[config.mk]
export PLATFORM = sky130hd
export DESIGN_NAME = gal_tri_bus_arbiter
export DESIGN_NICKNAME = d
export VERILOG_FILES = /design/src/rtl/gal_tri_bus_arbiter.sv
export SDC_FILE = /design/constraint.sdc
export NUM_CORES = 1
export LEC_CHECK = 0
export BUFFER_PORTS_ARGS = -buffer_cell sky130_fd_sc_hd__clkbuf_2
export CAP_MARGIN = 10
export CORE_MARGIN = 4
export CORE_UTILIZATION = 53
export DETAILED_ROUTE_END_ITERATION = 16
export PLACE_DENSITY = 0.88
export SLEW_MARGIN = 20
export SYNTH_ARGS = -nofsm -noshare
export SYNTH_HDL_FRONTEND = slang
export SYNTH_SLANG_ARGS = --single-unit
[constraint.sdc]
create_clock -name C -period 2.3 [get_ports C]
set_input_delay 0.23 -clock C [delete_from_list [all_inputs] [get_ports C]]
set_output_delay 0.23 -clock C [all_outputs]
set_load 0.01 [all_outputs]
[src/rtl/gal_tri_bus_arbiter.sv]
// Round-robin owner arbiter for a shared tri-stated GAL bus: one-hot grant / OLMC
// output enables, bounded tenure under contention and a forced all-idle turnaround.
module gal_tri_bus_arbiter #(
    parameter int N_REQ      = 4,
    parameter int HOLD_MAX   = 8,
    parameter int TURNAROUND = 1,
    localparam int IW = (N_REQ > 1) ? $clog2(N_REQ) : 1,
    localparam int HW = $clog2(HOLD_MAX + 1)
) (
    input  logic             C,
    input  logic             R,
    input  logic [N_REQ-1:0] REQ,
    output logic [N_REQ-1:0] GNT,
    output logic [N_REQ-1:0] OE,
    output logic [IW-1:0]    OWNER,
    output logic             BUSY
);

    typedef enum logic [1:0] {S_IDLE, S_GRANT, S_TURN} state_t;

    state_t           state_q;
    logic [IW-1:0]    ptr_q;
    logic [HW-1:0]    hold_q;
    logic [1:0]       turn_q;
    logic [N_REQ-1:0] gnt_q;
    logic [IW-1:0]    owner_q;
    logic             busy_q;

    logic             sel_vld;
    logic [IW-1:0]    sel_idx;
    logic             own_req;
    logic             other_req;
    logic             release_now;
    logic [IW-1:0]    ptr_next;

    // Scan from the highest offset down so the nearest request above ptr wins.
    always_comb begin
        sel_vld = 1'b0;
        sel_idx = '0;
        for (int k = N_REQ - 1; k >= 0; k--) begin
            if (REQ[(int'(ptr_q) + k) % N_REQ]) begin
                sel_vld = 1'b1;
                sel_idx = IW'((int'(ptr_q) + k) % N_REQ);
            end
        end
    end

    assign own_req     = |(REQ & gnt_q);
    assign other_req   = |(REQ & ~gnt_q);
    assign release_now = !own_req || ((hold_q >= HW'(HOLD_MAX - 1)) && other_req);
    assign ptr_next    = IW'((int'(owner_q) + 1) % N_REQ);

    always_ff @(posedge C or posedge R) begin
        if (R) begin
            state_q <= S_IDLE;
            ptr_q   <= '0;
            hold_q  <= '0;
            turn_q  <= '0;
            gnt_q   <= '0;
            owner_q <= '0;
            busy_q  <= 1'b0;
        end else begin
            case (state_q)
                S_IDLE: begin
                    if (sel_vld) begin
                        gnt_q   <= N_REQ'(1) << sel_idx;
                        owner_q <= sel_idx;
                        hold_q  <= '0;
                        state_q <= S_GRANT;
                        busy_q  <= 1'b1;
                    end
                end
                S_GRANT: begin
                    if (release_now) begin
                        gnt_q   <= '0;
                        ptr_q   <= ptr_next;
                        turn_q  <= '0;
                        state_q <= S_TURN;
                    end else if (hold_q != HW'(HOLD_MAX)) begin
                        hold_q <= hold_q + 1'b1;
                    end
                end
                S_TURN: begin
                    // Requests are only looked at once the idle gap is complete.
                    if (turn_q == 2'(TURNAROUND - 1)) begin
                        if (sel_vld) begin
                            gnt_q   <= N_REQ'(1) << sel_idx;
                            owner_q <= sel_idx;
                            hold_q  <= '0;
                            state_q <= S_GRANT;
                        end else begin
                            state_q <= S_IDLE;
                            busy_q  <= 1'b0;
                        end
                    end else begin
                        turn_q <= turn_q + 1'b1;
                    end
                end
                default: begin
                    state_q <= S_IDLE;
                    gnt_q   <= '0;
                    busy_q  <= 1'b0;
                end
            endcase
        end
    end

    assign GNT   = gnt_q;
    assign OE    = gnt_q;
    assign OWNER = owner_q;
    assign BUSY  = busy_q;

endmodule
==> reports/summary.txt, run 1 <==
PortBufs: 16
CP most frequent cell: a21oi_1
Post-synth design cell area: 958 sq um
IO Count: 17
Clk sink count: 17
Post-synthesis async set-or-reset flop share: 100%
Syn nets: 113
DR iter-0 viols: 20
Post-synth EDFFs: 0
Req. time, crit path: 2.52 ns
Design Power: 1.24 mW
Initial Utilization: 55.5%
CP arrival: 2.17 ns
Top cells by count, synth: 17 x dfrtp_1, 12 x nand2_1, 8 x inv_1
Final Slew Violations: 0
Via/cell ratio: 5.39
Top cell type's share of synthesized area: 44.4%
Leak: 0.522 nW
CP Cell Sequence: ha_1 -> a21oi_1 -> a41oi_1 -> o21ba_1 -> or4_1 -> a21oi_1
Post-synthesis register bit count: 17
Post-Route WL: 1810 microns
Vias: 781
PostCTS Resize Cnt: 0
Cells after Synth: 104
Min cycle time layout: 1.95 ns
Worst hold path class: in2async
Crit. End Element: flip-flop
Area of the die: 2550 sq um
Final setup violation count: 0
Post-DP HPWL: 1390 microns
RR Startpoint: hold_q[0]$_DFFE_PP0P_
Drt first pass iters: 4
Die X-Extent: 50.5 microns
CP Max Fanout: 11
Nets: 130
CTS H-tree depth: 1
Avg WL per Cell: 12.5 microns
Antenna violations before repair: 0
Crit Path Class: reg2reg
DRC errors left: 0
Outcome: finished, violations left
Rows: 15
Flop2flop setup slack: 0.35 ns
First-pass GRT wire length: 3060 microns
# Post-CTS Setup Buffers: 0
Fmax achieved: 0.513 GHz
Worst relative slew slack: 54.8%
Num CTS Buffers: 3
Largest cells by area after synthesis: dfrtp_1 44%, nand2_1 4.7%, ha_1 3.9%
Worst skew pair latency: 0.28 ns
Grt ovf: 0
Critical path startpoint: hold_q[0]$_DFFE_PP0P_
Maxcap violations: 0
TritonCTS clock tree: yes
Clock skew: 0.00520 ns
Worst hold margin: -0.0104 ns
Antenna Diode Count: 0
Pwr per Cell Area: 1160 nW/um^2
Clock-pin slew on the worst setup and hold paths: 0.09 ns
Clock Path Buffers: 2
Vias in the first global route: 759
Hold_buf cts: 0
Most used DFF post-synth: dfrtp_1
Seq/Total Area, Yosys: 44.4%
Largest net degree at the start of global routing: 18
Failing checks: hold timing
Syn Area/Cell: 9.22 sq um
Clock root buffer: clkbuf_4
Crit-path slowest cell: or4_1
Netlist cell types: 35
Core area: 1730 sq um
Gpl congestion: 0.816
Share of cells above drive strength 1: 19.2%
Most frequent cell after synthesis: dfrtp_1
Max IR drop VDD: 0.000630 V
Fin Setup TNS: 0 ns
Leading area contributor after synthesis: dfrtp_1
Fin crit share: 84.7%
Slowest stage delay, CP: 0.53 ns
Count of warnings emitted by yosys: 0
Slew @ Worst Pin: 0.674 ns
R2R Path End: hold_q[3]$_DFFE_PP0P_
Total GRT Usage: 15.6%
Worst Setup Start Kind: flip-flop
Worst reg2reg path depth: 6
Endpoints failing hold: 11
Syn-to-layout area delta: 11.5%
Number of routed nets with antenna violations: 0
RSZ-0062 raised after global routing: no
Die height: 50.5 microns
-- registers in the layout (all words and copies together) (netlist names) --
register / flops
GNT: 4
hold_q: 4
OWNER: 2
ptr_q: 2
state_q: 2
turn_q: 2
BUSY: 1
-- metrics by stage --
| stage | area, sq um | setup slack, ns | hold WS (ns) | util, % | instances |
|---|---|---|---|---|---|
| detailed placement | 1040 | 0.381 | 0.330 | 60.4 | 141 |
| CTS | 1070 | 0.348 | 0.00843 | 61.9 | 145 |
| global placement | 1040 | 0.442 | 0.310 | 60.4 | 141 |
| floorplan | 958 | 0.630 | 0.156 | - | 104 |
| global route | 1070 | 0.210 | 0.0447 | 61.9 | 145 |
| finish | 1070 | 0.351 | -0.0104 | 61.9 | 145 |
-- how the worst max path moves through the flow --
stage	end
global placement	hold_q[3]$_DFFE_PP0P_
global route	hold_q[3]$_DFFE_PP0P_
floorplan	hold_q[3]$_DFFE_PP0P_
finish	hold_q[3]$_DFFE_PP0P_
CTS	hold_q[3]$_DFFE_PP0P_
detailed placement	hold_q[3]$_DFFE_PP0P_
-- layer usage --
layer	global-route usage (%)	routed length, microns
met2	25.4	771
met4	5.38	12
met5	0	0
met3	2.67	81
met1	20.8	942
-- logic make-up after synthesis --
logic type               share of synthesized area, %
buffers and inverters                            6.79
flip-flops                                       44.4
adder cells (fa/ha/maj)                          3.92
AND/OR/NAND/NOR                                  20.9
AO/OA/AOI/OAI                                    21.0
XOR/XNOR                                        0.914
multiplexers                                     2.09
-- final cells by class --
type	instances	area, sq um
Timing Repair Buffer	17	87.6
Clock buffer	4	26.3
Tap cell	25	31.3
Fill cell	154	658
Inverter	8	30.0
Multi-Input combinational cell	74	468
Sequential cell	17	425
-- power by group --
| group | internal [mW] | total [mW] | switching, mW |
|---|---|---|---|
| Combinational | 0.244 | 0.560 | 0.317 |
| Sequential | 0.406 | 0.523 | 0.117 |
| Clock | 0.0673 | 0.155 | 0.0874 |
-- layout by cell type (no fill, tap or decap), drive strengths merged --
master   netlist  final
nor4           1      1
nand3b         1      1
inv            8      8
nand2         12     12
o22ai          1      1
a22o           2      2
a21o           1      1
nand2b         6      6
buf            5      1
nand3          2      2
nor2           6      6
mux2i          2      2
o2bb2ai        1      1
a32o           1      1
clkbuf         0     20
xnor2          1      1
or4            1      1
a311oi         1      1
and3b          1      1
or2b           1      1
a41oi          1      1
nor3           2      2
o2bb2a         1      1
a21oi          7      7
ha             3      3
a221oi         1      1
dfrtp         17     17
o21ai          9      9
o31ai          2      2
nor2b          2      2
or2            1      1
or3            3      3
o21ba          1      1
-- critical path: cells and delay by family (launching register included) --
| family | cells | cell delay [ns] |
|---|---|---|
| AO/OA/AOI/OAI | 4 | 0.69 |
| AND/OR/NAND/NOR | 1 | 0.53 |
| adder cells (fa/ha/maj) | 1 | 0.23 |
| flip-flops | 1 | 0.43 |
(Power assumes the default switching activity.)
==> run 2: changes to the inputs <==
Settings changed: ABC_AREA from default to 1, CORE_UTILIZATION 53 to 56, PLACE_DENSITY 0.88 to 0.9.
Clock period 2.3 ns to 1.9 ns, I/O delays scaled along.
==> reports/summary.txt, run 2 <==
Slew @ Worst Pin: 0.641 ns
Crit-path slowest cell: dfrtp_1
Count of placed standard cells including taps: 205
Grt ovf: 0
Clock power share: 9.7%
Largest cells by area after synthesis: dfrtp_1 36%, nand2_1 21%, inv_1 6.4%
Gpl congestion: 0.797
Syn nets: 177
First-pass GRT wire length: 4820 microns
Vias in the first global route: 1170
Outcome: completed
Fill count: 184
Leak: 0.742 nW
Post-synth design cell area: 1170 sq um
DR iter-0 viols: 30
Clock skew: 0.00269 ns
Fin crit share: 92.4%
Design Power: 2.04 mW
Sequential cell area: 425 sq um
Pwr per Cell Area: 1590 nW/um^2
Min cycle time layout: 1.76 ns
Area of the multi-input gates: 612 sq um
Post-synthesis register bit count: 17
Num CTS Buffers: 3
Most used DFF post-synth: dfrtp_1
CP most frequent cell: nand2_1
Crit. End Element: flip-flop
Clock root buffer: clkbuf_4
Fmax achieved: 0.570 GHz
Post-synthesis async set-or-reset flop share: 100%
Max IR drop VDD: 0.000890 V
IO Count: 17
Post-DP HPWL: 2210 microns
Core area: 1980 sq um
Via/cell ratio: 5.42
Avg WL per Cell: 12.9 microns
RSZ-0062 raised after global routing: no
Seq/Total Area, Yosys: 36.2%
Crit Path Class: reg2reg
Clock Path Buffers: 2
Rows: 16
Top cell type's share of synthesized area: 36.2%
Netlist cell types: 26
CP Cell Sequence: ha_1 -> nand2_1 -> nand2_1 -> o21ai_0 -> nand2_1 -> nand2_1 -> nand3_2 -> nand2_1 -> nand2_1
CP arrival: 1.95 ns
Die X-Extent: 53.8 microns
TritonCTS clock tree: yes
Clk sink count: 17
Req. time, crit path: 2.09 ns
Clock-pin slew on the worst setup and hold paths: 0.10 ns
Largest net degree at the start of global routing: 18
Leading area contributor after synthesis: dfrtp_1
Worst hold path class: in2reg
Final Slew Violations: 0
Worst reg2reg path depth: 9
Fin Setup TNS: 0 ns
Slowest stage delay, CP: 0.42 ns
Nets: 193
PortBufs: 16
Syn-to-layout area delta: 8.84%
Most frequent cell after synthesis: nand2_1
Drt first pass iters: 5
Number of routed nets with antenna violations: 0
DRC errors left: 0
Share of cells above drive strength 1: 19.1%
Top cells by count, synth: 66 x nand2_1, 20 x inv_1, 17 x dfrtp_1
Commonest non-fill, non-tap cell in the layout: nand2_1
Logic pwr share: 59.6%
Antenna violations before repair: 0
Worst relative slew slack: 57.2%
CTS H-tree depth: 1
Endpoints failing hold: 0
Post-Route WL: 2710 microns
Antenna Diode Count: 0
Area of the die: 2890 sq um
Worst Setup Start Kind: flip-flop
Worst skew pair latency: 0.30 ns
Cells after Synth: 168
Net Sw Power: 1.07 mW
Cell Count, Final, Fillers Out: 210
Initial Utilization: 59.3%
Maxcap violations: 0
Total GRT Usage: 22.7%
CP Max Fanout: 11
Part of the power in registers: 30.8%
Hold Path Stages: 5
Most frequent cells in the layout: 66 x nand2_1, 20 x inv_1, 17 x dfrtp_1, 16 x clkbuf_2, 13 x nand3_1
PostCTS Resize Cnt: 0
Sw frac: 52.6%
Syn Area/Cell: 6.99 sq um
Vias: 1139
Die height: 53.8 microns
Final setup violation count: 0
Post-synth EDFFs: 0
Internal: 0.966 mW
Count of warnings emitted by yosys: 0
Worst hold margin: 0.411 ns
[run 2: logic make-up (layout without fill, tap and decap cells)]
logic type      Yosys count  after routing  synth area share (%)
compound gates           13             13                  5.86
xor+xnor                  2              2                  1.49
fa+ha+maj                 3              3                  3.20
buf+inv                  29             44                  11.7
flops                    17             17                  36.2
simple gates            104            104                  41.5
[run 2: power by group through the flow]
stage	combinational [mW]	clock, mW	sequential (mW)
6_report	1.21	0.197	0.627
5_1_grt	1.40	0.211	0.651
4_1_cts	1.22	0.198	0.623
3_5_place_dp	1.22	0	0.630
3_3_place_gp	1.15	0	0.621
2_1_floorplan	0.995	0	0.601
[run 2: cell type report]
| class | count | share of cell area (%) |
|---|---|---|
| Multi-Input combinational cell | 122 | 47.8 |
| Sequential cell | 17 | 33.3 |
| Inverter | 23 | 7.14 |
| Timing Repair Buffer | 17 | 7.04 |
| Tap cell | 27 | 2.64 |
| Clock buffer | 4 | 2.05 |
[run 2: critical path: cells and delay by family (launching register included)]
family | cells | cell delay [ns]
simple gates | 7 | 0.90
flops | 1 | 0.42
fa+ha+maj | 1 | 0.23
compound gates | 1 | 0.11
[run 2: per-layer routing]
metal	share of wire [%]	up-vias	track usage (%)	wire length [microns]
met3	3.8	13	3.88	103
met1	40	540	25.6	1080
li1	-	553	-	-
met2	53	33	40.1	1440
met4	3.1	0	12.3	84
met5	0	-	0	0
[run 2: worst paths after layout]
| path | startpoint | end | slack, ns |
|---|---|---|---|
| max | hold_q[0]$_DFFE_PP0P_ | hold_q[2]$_DFFE_PP0P_ | 0.14 |
| min | REQ[1] | state_q[0]$_DFFE_PP0P_ | 0.41 |
| max reg2reg | hold_q[0]$_DFFE_PP0P_ | hold_q[2]$_DFFE_PP0P_ | 0.14 |
| min reg2reg | BUSY$_DFFE_PP0P_ | BUSY$_DFFE_PP0P_ | 0.53 |
| max in group asynchronous | R | GNT[2]$_DFFE_PP0P_ | 0.99 |
| min in group asynchronous | R | state_q[1]$_DFFE_PP0P_ | 0.50 |
[run 2: stage by stage]
stage,util [%],area [sq um],setup slack [ns]
global placement,62.7,1240,0.256
finish,64.5,1280,0.144
CTS,64.5,1280,0.143
floorplan,-,1170,0.494
detailed placement,62.7,1240,0.166
global route,64.5,1280,0.00541
[run 2: timing repair]
item | in CTS | in global routing
setup buffers | 0 | 0
endpoints found under the hold margin | 17 | 0
hold buffers | 1 | 0
setup endpoints to repair | 0 | 0
